===== src/rtl/exe.sv =====
// Single-cycle 8-bit ALU: combinational result, registered output and N/Z flags.
// Opcode F is a NOP that freezes all registered state.
module exe (
    input  logic       clk,
    input  logic       rst,
    input  logic [7:0] Ira,
    input  logic [7:0] Irb,
    input  logic [3:0] OPALU,
    input  logic       NFCR,
    input  logic       ZFCR,
    output logic [7:0] OALUD,
    output logic       IFgn,
    output logic       IFgz
);

    typedef struct packed {
        logic [7:0] res;
        logic       neg;
        logic       zero;
        logic       nop;
    } alu_rsp_t;

    alu_rsp_t rsp;

    always_comb begin
        rsp = '0;
        unique case (OPALU)
            4'h0: rsp.res = Ira;
            4'h1: rsp.res = Ira + Irb;
            4'h2: rsp.res = Ira - Irb;
            4'h3: rsp.res = Ira & Irb;
            4'h4: rsp.res = Ira | Irb;
            4'h5: rsp.res = Ira ^ Irb;
            4'h6: rsp.res = ~Ira;
            4'h7: rsp.res = {Ira[6:0], 1'b0};
            4'h8: rsp.res = {1'b0, Ira[7:1]};
            4'h9: rsp.res = {Ira[7], Ira[7:1]};
            4'hA: rsp.res = {Ira[6:0], Ira[7]};
            4'hB: rsp.res = {Ira[0], Ira[7:1]};
            4'hC: rsp.res = Ira + 8'd1;
            4'hD: rsp.res = Ira - 8'd1;
            4'hE: rsp.res = Irb;
            default: rsp.nop = 1'b1;
        endcase
        // Flags come from the truncated result; any carry is already gone.
        rsp.neg  = rsp.res[7];
        rsp.zero = (rsp.res == 8'h00);
    end

    always_ff @(posedge clk) begin
        if (!rst) begin
            OALUD <= 8'h00;
            IFgn  <= 1'b0;
            IFgz  <= 1'b0;
        end else if (!rsp.nop) begin
            OALUD <= rsp.res;
            if (NFCR) IFgn <= rsp.neg;
            if (ZFCR) IFgz <= rsp.zero;
        end
    end

endmodule


===== config.mk =====
export PLATFORM = sky130hd
export DESIGN_NAME = exe
export DESIGN_NICKNAME = d
export VERILOG_FILES = /design/src/rtl/exe.sv
export SDC_FILE = /design/constraint.sdc
export NUM_CORES = 1
export LEC_CHECK = 0
export ABC_AREA = 0
export BUFFER_PORTS_ARGS = -buffer_cell sky130_fd_sc_hd__buf_2
export CORE_MARGIN = 2
export CORE_UTILIZATION = 45
export DETAILED_ROUTE_END_ITERATION = 12
export PLACE_DENSITY_LB_ADDON = 0.08
export SLEW_MARGIN = 10
export SYNTH_ARGS = -nofsm -noshare
export SYNTH_HDL_FRONTEND = slang
export SYNTH_SLANG_ARGS = --single-unit

===== constraint.sdc =====
create_clock -name clk -period 10 [get_ports clk]
set_input_delay 2.5 -clock clk [delete_from_list [all_inputs] [get_ports clk]]
set_output_delay 2.5 -clock clk [all_outputs]
set_load 0.05 [all_outputs]

# Word level (Yosys, flattened, before mapping)
# Index checks and enable logic that the tools add are counted.
# W data, S select, Z words.
# totals
reg_bits	10
in_bits	24
output_inout_bits	10
# classes
add_sub_neg	4
n_eq_ne	14
mux	1
bitwise	4
n_reduce_logical	5
# ops
op	count
$pmux W8 S15	1
$eq A4 B4 Y1 const B	7
$eq A4 B3 Y1 const B	4
$reduce_or A15 Y1	1
$add A8 B1 Y8 const B	1
$add A8 B8 Y8	1
$and A8 B8 Y8	1
$eq A4 B2 Y1 const B	2
$logic_not A8 Y1	1
$not A8 Y8	1
$or A8 B8 Y8	1
$sub A8 B1 Y8 const B	1
$sub A8 B8 Y8	1
$xor A8 B8 Y8	1
$eq A4 B1 Y1 const B	1
$logic_not A4 Y1	1
$reduce_and A2 Y1	2

# Longest topological paths before layout
# logic_depth
depth_word	3
mapped_depth	16
mapped_depth_nobuf	16

# Least setup slack after synthesis
# Ideal clock, no wire load.
# synth_timing
path_kind	input to register
start	in OPALU[1]
end	reg IFgn
setup_time_ns	0.120
arrival_ns	5.357
required_time_ns	9.880
slack_ns	4.523
stages	16
path_buffers	3
cell_sequence	buf_2 > buf_6 > buf_6 > nand2b_1 > a211oi_1 > nor2_1 > a221oi_1 > inv_1 > ha_1 > nor2b_1 > o2111ai_1 > and2_1 > a311oi_1 > xnor2_1 > nor2_1 > o31a_1
# synth_via
elab_chain_len	3
# synth_rtl
item	line_no	rtl
start, declared	8	input logic [3:0] OPALU,
$eq A4 B4 Y1 (tied with other cells)	27	unique case (OPALU)
$reduce_or A15 Y1 (no source line)	n/a	
$reduce_and A2 Y1 (no source line)	n/a	
end signal, assigned	57	if (NFCR) IFgn <= rsp.neg;
end, declared	12	output logic IFgn,
# Several ways; a longest one is shown, not always the timed one.
# A chain may end at the register's enable or synchronous reset.

# Final worst setup path
# layout_timing
start	in OPALU[2]
end	reg IFgn
# Same word-level chain as after synthesis.

==> results.txt <==
----------------------------------------------------
[Outcome]
  Status ... complete, no violations

[Synth]
  Instance count of the mapped netlist ... 313
  EDFF count, synth ... 0
  Dominant synthesized flop cell ... dfxtp_1
  Synthesized area per cell ... 7.051 µm²
  Total of flip-flops plus latches after synthesis ... 10
  Number of nets produced by synthesis ... 362
  Syn. warnings ... 0
  Synthesized cell area ... 2207 µm²
  Register area share after synthesis ... under 10%
  Share of flip-flops with an asynchronous set or reset ... 0%
  Synth cell types ... 65

[Power and ir drop]
  Max rail drop VDD ... 58.88 µV
  Sequential share of power ... 20.0%
  Power per cell area ... 96.23 nW/µm²
  Cell leakage power ... about 0.0010 µW
  Logic pwr share ... between 50% and 60%
  Net switching power figure ... 103.9 µW
  Power after layout ... 228.9 µW
  Internal power consumption ... about 120 µW
  Relative contribution of the clock network to total power ... 23.3%
  Net switching fraction of the power ... about 45%

[Floorplan]
  Die H ... about 74 µm
  IO Count ... 34
  Area enclosed by the die boundary ... 5481 µm²
  Die X-Extent ... 74.04 µm
  Effective utilization at floorplan ... 46.73%
  Placement Rows ... 25
  Placeable core region ... ~4700 µm²

[Critical path]
  Required time of the critical path ... around 10 ns
  Crit Path Category ... input pin to flip-flop
  Crit. End Element ... flip-flop
  Data arrival time of the critical path ... 6.05 ns
  Largest fanout on the critical path ... 44
  Type of origin of the critical path ... input pin

[Placed design]
  Detail Placement HPWL ... 5.112 mm
  GP Congestion ... 0.9161
  Area after DPL ... 2323 µm²
  IO Port Bufs ... 33

[Clocking]
  Number of buffers inserted by post-CTS setup repair ... 0
  Clk buf depth ... 2
  Clk root buf ... clkbuf_8
  Num CTS Buffers ... 3
  # H-tree levels ... 1
  Count of instances resized after the clock tree is built ... 0
  TritonCTS clock tree ... built
  Clk Latency, worst-skew pair ... 0.25 ns
  Sinks on Clock Net ... 10
  Number of buffers inserted by hold repair at cts ... 0
  CTS clock-pin slew for the worst setup and hold paths ... 0.05 ns

[Job]
  Number of max-cap violations ... 0

[Detailed routing]
  Routed Antenna Nets ... 0
  Residual DRC count ... 0
  Vias ... 2469
  Vias per cell ... 6.251
  Routed wire length ... approximately 6.8 mm
  DRC violation total after the first TritonRoute iteration ... 275
  Wire length per cell ... 17.30 µm
  First-pass DRT Iterations ... 4

[GRT]
  Congestion Overflow GR ... 0
  Global routing usage summed across all routing layers ... 25.92%
  Maximum number of pins on one net before global-route repair ... 45
  Antenna violations before repair ... 0
  First-pass GRT wire length ... 11.05 mm
  Vias in the first global route ... 2168

[Hold path]
  Kind of path behind the tightest hold check ... flip-flop to flip-flop

[Finish]
  Number of antenna diodes ... 0
  Final Net Count ... 378
  Synth-to-layout area growth ... 7.766%
  Most used cells in the layout excluding fill and tap cells ... buf_2 (33), nor2_1 (30), nand2_1 (25), ha_1 (24), inv_1 (23)
  Share of cells above drive strength 1 ... between 10% and 20%
  Final instance area ... 2379 µm²
  Commonest non-fill, non-tap cell in the layout ... buf_2

[STA]
  Number of failing setup endpoints in the final timing report ... 0
  Setup repair after global routing missed its margin ... no
  Post-route clock skew ... 0 ns
  Maximum clock rate ... 168.9 MHz
  Final sum of negative setup slack ... 0 ns
  Max-slew headroom at the worst pin ... 50.49%
  Part of the cycle the worst path needs ... 59.21%
  Worst hold margin ... 0.4536 ns
  Final number of hold-violating endpoints ... 0
  Slew Limit Fails ... 0
  Worst slew pin tran ... around 0.74 ns
  Min cycle time layout ... 5.921 ns

----------------------------------------------------
stage by stage:
| stage | setup slack (ns) | util (%) | std cells |
|---|---|---|---|
| 2_1_floorplan | 4.523 | - | 313 |
| 3_3_place_gp | 3.988 | 49.19 | 391 |
| 3_5_place_dp | 3.862 | 49.19 | 391 |
| 4_1_cts | 4.112 | 50.36 | 395 |
| 5_1_grt | 3.762 | 50.36 | 395 |
| 6_report | 4.079 | 50.36 | 395 |
synthesized netlist by cell type (all sizes together), types with 3 or more instances:
| cell type | n | area, µm² |
|---|---|---|
| a211oi | 6 | 45.04 |
| a21oi | 22 | 110.1 |
| a221oi | 5 | 50.04 |
| a22oi | 7 | 52.55 |
| a31oi | 7 | 43.79 |
| a32oi | 5 | 43.79 |
| and2 | 3 | 18.77 |
| buf | 18 | 117.6 |
| clkbuf | 4 | 15.01 |
| dfxtp | 10 | 200.2 |
| ha | 24 | 300.3 |
| inv | 23 | 86.33 |
| mux2i | 5 | 50.05 |
| nand2 | 26 | 100.1 |
| nand2b | 9 | 56.30 |
| nand3 | 9 | 45.04 |
| nand4 | 3 | 18.77 |
| nor2 | 30 | 112.6 |
| nor2b | 9 | 56.30 |
| nor3 | 10 | 50.05 |
| o211ai | 3 | 22.52 |
| o21ai | 15 | 75.07 |
| o22ai | 3 | 18.77 |
| o31a | 3 | 26.28 |
| o31ai | 6 | 50.05 |
| o32ai | 3 | 26.28 |
| xnor2 | 3 | 26.28 |
cell families after synthesis:
kind of cell | Yosys count | synth area share (%)
AND/OR/NAND/NOR | 114 | 26.53
buffers and inverters | 45 | 9.920
flip-flops | 10 | 9.070
adder cells (fa/ha/maj) | 25 | 14.51
multiplexers | 6 | 2.778
XOR/XNOR | 3 | 1.191
AO/OA/AOI/OAI | 110 | 36.00
sequential cells by signal (all words and copies together) (netlist names):
register,flops
OALUD,8
IFgn,1
IFgz,1
critical path, cell delays in order:
cell       delay (ns)
buf_2            0.57
nand2b_1         0.26
a211oi_1         0.45
nor2_1           0.07
a221oi_1         0.41
inv_1            0.09
ha_1             0.28
nor2b_1          0.18
o2111ai_1        0.14
and2_1           0.21
a311oi_1         0.32
xnor2_1          0.19
nor2_1           0.08
o31a_1           0.28
layer usage:
metal	up-vias	wire length (µm)	track usage [%]	part of all wire [%]
li1	1214	-	-	-
met3	17	406	3.523	5.9
met2	104	3168	42.76	46
met5	-	0	0	0
met4	0	140	5.859	2.0
met1	1134	3118	35.91	46
final timing paths:
path              startpoint  endpoint  slack (ns)  depth (start not counted)
setup / recovery    OPALU[2]      IFgn        4.08                         14
hold reg to reg     OALUD[0]  OALUD[0]        0.45                          2
hold / removal      OALUD[0]  OALUD[0]        0.45                          2
setup reg to reg    OALUD[1]  OALUD[1]        9.23                          2
area by class of cell:
type / instances / area, µm²
inverters: 23 / 86.33
clock buffers: 4 / 55.05
fillers: 490 / 2345
multi-input cells: 258 / 1788
repair buffers: 33 / 165.2
flip-flops and latches: 10 / 200.2
well taps: 67 / 83.83
power by group through the flow:
stage / combinational, µW / sequential [µW] / clock, µW
6_report: 130 / 45.7 / 53.4
5_1_grt: 143 / 46.2 / 56.5
4_1_cts: 128 / 45.8 / 53.2
3_5_place_dp: 128 / 46.6 / 0
3_3_place_gp: 129 / 46.5 / 0
2_1_floorplan: 83.1 / 60.6 / 0
Note: power is estimated with default switching activity, not from simulation.
